### src/rtl/pipe_stage_skid.sv
// Pipeline stage register with valid/ready handshake and a two-entry skid buffer.
// Define PIPE_STAGE_STATS_EN to add the saturating stall and bubble counters.
module pipe_stage_skid #(
    parameter int CTRL_W = 16,
    parameter int DATA_W = 128,
    parameter int CNT_W  = 16
) (
    input  logic              i_clk,
    input  logic              i_reset,
    input  logic              i_valid,
    output logic              o_ready,
    input  logic [CTRL_W-1:0] i_ctrl,
    input  logic [DATA_W-1:0] i_data,
    input  logic              i_flush,
    output logic              o_valid,
    input  logic              i_ready,
    output logic [CTRL_W-1:0] o_ctrl,
    output logic [DATA_W-1:0] o_data
`ifdef PIPE_STAGE_STATS_EN
    ,
    output logic [CNT_W-1:0]  o_stall_cnt,
    output logic [CNT_W-1:0]  o_bubble_cnt
`endif
);

    typedef enum logic [1:0] {
        ST_EMPTY,
        ST_ONE,
        ST_FULL
    } state_t;

    state_t            state_q, state_d;
    logic [CTRL_W-1:0] main_ctrl_q, main_ctrl_d;
    logic [DATA_W-1:0] main_data_q, main_data_d;
    logic [CTRL_W-1:0] skid_ctrl_q, skid_ctrl_d;
    logic [DATA_W-1:0] skid_data_q, skid_data_d;
    logic [CTRL_W-1:0] out_ctrl_q, out_ctrl_d;
    logic              valid_q, valid_d;
    logic              ready_q, ready_d;
    logic              accept;
    logic              drain;

    assign accept = i_valid & ready_q;
    assign drain  = valid_q & i_ready;

    always_comb begin
        state_d     = state_q;
        main_ctrl_d = main_ctrl_q;
        main_data_d = main_data_q;
        skid_ctrl_d = skid_ctrl_q;
        skid_data_d = skid_data_q;
        if (i_flush) begin
            // Flush drops held entries and anything offered; payload registers keep their contents.
            state_d = ST_EMPTY;
        end else begin
            case (state_q)
                ST_EMPTY: begin
                    if (accept) begin
                        main_ctrl_d = i_ctrl;
                        main_data_d = i_data;
                        state_d     = ST_ONE;
                    end
                end
                ST_ONE: begin
                    if (accept && drain) begin
                        main_ctrl_d = i_ctrl;
                        main_data_d = i_data;
                    end else if (drain) begin
                        state_d = ST_EMPTY;
                    end else if (accept) begin
                        skid_ctrl_d = i_ctrl;
                        skid_data_d = i_data;
                        state_d     = ST_FULL;
                    end
                end
                ST_FULL: begin
                    if (drain) begin
                        main_ctrl_d = skid_ctrl_q;
                        main_data_d = skid_data_q;
                        state_d     = ST_ONE;
                    end
                end
                default: state_d = ST_EMPTY;
            endcase
        end
        // Outputs are registered from the next state so they depend on state alone.
        valid_d    = (state_d != ST_EMPTY);
        ready_d    = (state_d != ST_FULL);
        out_ctrl_d = valid_d ? main_ctrl_d : '0;
    end

    always_ff @(posedge i_clk) begin
        if (i_reset) begin
            state_q     <= ST_EMPTY;
            main_ctrl_q <= '0;
            main_data_q <= '0;
            skid_ctrl_q <= '0;
            skid_data_q <= '0;
            out_ctrl_q  <= '0;
            valid_q     <= 1'b0;
            ready_q     <= 1'b1;
        end else begin
            state_q     <= state_d;
            main_ctrl_q <= main_ctrl_d;
            main_data_q <= main_data_d;
            skid_ctrl_q <= skid_ctrl_d;
            skid_data_q <= skid_data_d;
            out_ctrl_q  <= out_ctrl_d;
            valid_q     <= valid_d;
            ready_q     <= ready_d;
        end
    end

    assign o_valid = valid_q;
    assign o_ready = ready_q;
    assign o_ctrl  = out_ctrl_q;
    assign o_data  = main_data_q;

`ifdef PIPE_STAGE_STATS_EN
    logic [CNT_W-1:0] stall_cnt_q, stall_cnt_d;
    logic [CNT_W-1:0] bubble_cnt_q, bubble_cnt_d;

    // Both counters saturate; a flush cycle is counted like any other.
    always_comb begin
        stall_cnt_d  = stall_cnt_q;
        bubble_cnt_d = bubble_cnt_q;
        if (valid_q && !i_ready && (stall_cnt_q != {CNT_W{1'b1}})) begin
            stall_cnt_d = stall_cnt_q + 1'b1;
        end
        if (!valid_q && (bubble_cnt_q != {CNT_W{1'b1}})) begin
            bubble_cnt_d = bubble_cnt_q + 1'b1;
        end
    end

    always_ff @(posedge i_clk) begin
        if (i_reset) begin
            stall_cnt_q  <= '0;
            bubble_cnt_q <= '0;
        end else begin
            stall_cnt_q  <= stall_cnt_d;
            bubble_cnt_q <= bubble_cnt_d;
        end
    end

    assign o_stall_cnt  = stall_cnt_q;
    assign o_bubble_cnt = bubble_cnt_q;
`endif

endmodule

### config.mk
export PLATFORM = sky130hd
export DESIGN_NAME = pipe_stage_skid
export DESIGN_NICKNAME = d
export VERILOG_FILES = /design/src/rtl/pipe_stage_skid.sv
export SDC_FILE = /design/constraint.sdc
export NUM_CORES = 1
export LEC_CHECK = 0
export CORE_MARGIN = 2
export CORE_UTILIZATION = 45
export DETAILED_ROUTE_END_ITERATION = 10
export DONT_BUFFER_PORTS = 1
export PLACE_DENSITY_LB_ADDON = 0.12
export SETUP_SLACK_MARGIN = 0.15
export SLEW_MARGIN = 20
export SYNTH_ARGS = -nofsm -noshare
export SYNTH_HDL_FRONTEND = slang
export SYNTH_SLANG_ARGS = --single-unit
### constraint.sdc
create_clock -name i_clk -period 4.25 [get_ports i_clk]
set_input_delay 0.425 -clock i_clk [delete_from_list [all_inputs] [get_ports i_clk]]
set_output_delay 0.425 -clock i_clk [all_outputs]
set_load 0.005 [all_outputs]
==> results.md <==
* Status: finished, final reports clean
* Largest net degree at the start of global routing at about 290
* GP Congestion at 0.776
* Drt drc at 0
* Sw Share at 0.234
* Die height at 175 um
* Cells after synthesis at 1,357
* VDD IR max at between 200 and 300 uV
* GRT met1 Usage at 0.256
* Yosys warning total at 0
* Boundary pin count at around 300
* Share of layout cells above drive strength 1 at 0.147
* Grt peak-use layer: met2
* Clock Power Share at 0.439
* Nets at approximately 1,400
* Final worst setup slack at ~1.6 ns
* M3 GR Usage at 0.0807
* Clock Tree Root: clkbuf_16
* DR iter-0 viols at 710
* Die ar. at 0.0307 sq mm
* Critical Path AT at between 3 and 4 ns
* Total design power at about 6.4 mW
* Final WL at between 30 and 40 mm
* Worst-Margin Slew at between 0.9 and 1 ns
* Crit path required time at about 4.7 ns
* Switching power at between 1.5 and 2 mW
* CTS tree: built
* Worst Setup Start Kind: register
* #FFs+latches synth at about 310
* TritonCTS Buffers at 35
* Crit-path max FO at between 60 and 70
* Die Wd at between 150 and 200 um
* Vias/cell at approximately 5.6
* Worst hold path class: input pin to register
* Place WS at approximately 1.7 ns
* Sequential fraction of the synthesis area at 0.467
* GRT Overall Usage at 0.202
* RSZ-0062 raised after global routing: false
* Initial antenna violation count at 0
* Final clock skew at ~0.017 ns
* Leakage at about 5.3 nW
* Multi-input gate area at a little over 0.006 sq mm
* Number of max-cap violations at 0
* Site row count at between 60 and 70
* Crit path time final at roughly 2.6 ns
* HPWL Detailed at ~19 mm
* Final ANT Viol Nets at 0
* Total grt overflow at 0
* Final period util at 0.616
* Seq pwr share at 0.483
* Post-Syn Area at between 0.01 and 0.015 sq mm
* Synthesized Nets at 1,506
* Total number of vias at about 9,500
* Core area at around 0.029 sq mm
* Max Clock Freq at 382 MHz
* Fin. Hold Viols at 0
* Vias in the first global route at about 9,000
* Max_slew headroom at 0.335
* Routed length per placed instance at 19.3 um
* Clock Path Buffers at 3
* # fillers at 2,685
* Yosys cell types at 36
* Setup violations, final at 0
* Met2 Use GR at 0.316
* Internal power at 4.94 mW
* CTS H-tree lvls at 2
* PwrDens at around 460 mW/mm^2
* Initial Util at 0.459
* Syn Area/Cell at between 9 and 10 sq um
* CP Class: register to register
* Final Max Tran Viols at 0
* PostCTS Resize Cnt at 0
* Clk pin slew, worst setup/hold paths at approximately 0.060 ns
* Sequential Area at around 0.0062 sq mm
* Final setup TNS at 0 ns
* ANT cells at 0
* # port buffers at 0
* CP Capture Type: register
* Global-route wire length before repair at between 50 and 60 mm
* Clock Sinks at 308
* Drt pass-1 iters at 4
* Area added between synthesis and finish at 7.07%
* Skew-Pair Late Insertion Delay at 0.50 ns
* Part of the power in combinational logic at 0.077
[per-layer routing]
metal / wire, um / up-vias
li1: - / 4703
met1: 13700 / 4449
met2: 14500 / 265
met3: 3270 / 47
met4: 807 / 0
met5: 0 / -
[cell usage in the layout (no fill, tap or decap)]
cell type        n
a211o_4          1
buf_12           7
a22oi_1         16
o21ai_0          6
and4b_1          1
dlygate4sd3_1    1
nor3_2           1
clkbuf_8         4
o21ai_1         11
nor2_1           1
a21bo_2          1
a21oi_1        307
and2_1           1
inv_1            2
a211oi_4         1
and2b_1          1
nand3b_1         1
dfxtp_1        308
nand2_1        290
inv_8            1
nand3_1          2
clkbuf_16       37
or4_1            1
o31a_1           1
bufinv_16        1
and3b_4          1
and3_1           1
mux2i_1        128
clkbuf_1        15
buf_4           10
clkinv_2         1
and4bb_2         1
nor3_4           1
a311oi_1         8
nand2b_4         1
or3_4            1
a311oi_2       120
[cell families (layout without fill, tap and decap cells)]
logic type,after synthesis,count (layout),synth area share
muxes,128,128,0.0970
AOI/OAI and AO/OA,472,472,0.278
buffers and inverters,144,79,0.0663
and+or+nand+nor,305,305,0.0917
DFF,308,308,0.467
[flip-flops by register name, indices dropped and copies added, names as in the netlist]
signal / cells
o_data: 128
skid_data_q: 128
main_ctrl_q: 16
o_ctrl: 16
skid_ctrl_q: 16
state_q: 2
o_ready: 1
o_valid: 1
[through the flow]
| step | area (sq um) | instances | utilization | hold slack (ns) |
|---|---|---|---|---|
| finish | 14100 | 1676 | 0.491 | 0.0389 |
| CTS | 14100 | 1676 | 0.491 | 0.00324 |
| floorplan | 13200 | 1357 | - | 0.436 |
| detailed placement | 13100 | 1617 | 0.454 | 0.442 |
| global route | 14100 | 1676 | 0.491 | 0.0227 |
| global placement | 13100 | 1617 | 0.454 | 0.436 |
[what timing repair did]
item,4_1_cts,5_1_grt
setup buffers,0,0
endpoints found under the hold margin,1,0
hold buffers,1,0
[synth_stat cells (all sizes together)]
cell type,number,share of area
buf,59,0.042
o21ai,17,0.0064
nand3b,1,0.00057
a211o,1,0.0013
a21oi,307,0.12
inv,3,0.00085
or3,1,0.00047
dfxtp,308,0.47
nand2,290,0.082
nor2,1,0.00028
and3b,1,0.00095
a311oi,128,0.14
nand2b,1,0.00047
mux2i,128,0.097
or4,1,0.00057
a21bo,1,0.00076
o31a,1,0.00066
clkbuf,82,0.024
a211oi,1,0.0015
a22oi,16,0.0091
nand3,2,0.00076
and3,1,0.00047
nor3,2,0.0020
and4b,1,0.00076
and4bb,1,0.00095
and2b,1,0.00057
and2,1,0.00047
[power by group through the flow]
stage          Sequential, mW  Clock, mW  Combinational [mW]
6_report                 3.12       2.83               0.499
5_1_grt                  3.13       3.04               0.553
4_1_cts                  3.12       2.92               0.503
3_5_place_dp             3.18          0               0.501
3_3_place_gp             3.18          0               0.488
2_1_floorplan            3.14          0               0.523
[worst max-delay path: stages (launching register included)]
cell and delay, ns:
dfxtp_1 0.47, and4b_1 0.36, a211o_4 0.71, buf_4 0.47, a21oi_1 0.14, a311oi_2 0.28
[area by class of cell]
cell class / instances / share of cell area
Clock inverter: 2 / 0.00248
Tap cell: 384 / 0.0340
Inverter: 3 / 0.00133
Multi-Input combinational cell: 905 / 0.437
Sequential cell: 308 / 0.436
Clock buffer: 56 / 0.0734
Timing Repair Buffer: 18 / 0.0159
[final timing paths]
kind                                                 endpoint                        start  slack [ns]  depth (start not counted)
worst max-delay path                  o_data[62]$_SDFFE_PP0P_        state_q[1]$_SDFF_PP0_        1.63                          5
worst min-delay path            skid_data_q[121]$_SDFFE_PP0P_                      i_reset        0.04                          1
worst min register to register    skid_data_q[2]$_SDFFE_PP0P_  skid_data_q[2]$_SDFFE_PP0P_        0.45                          2
worst max register to register        o_data[62]$_SDFFE_PP0P_        state_q[1]$_SDFF_PP0_        1.63                          5
Power figures use the tool's default switching activity.
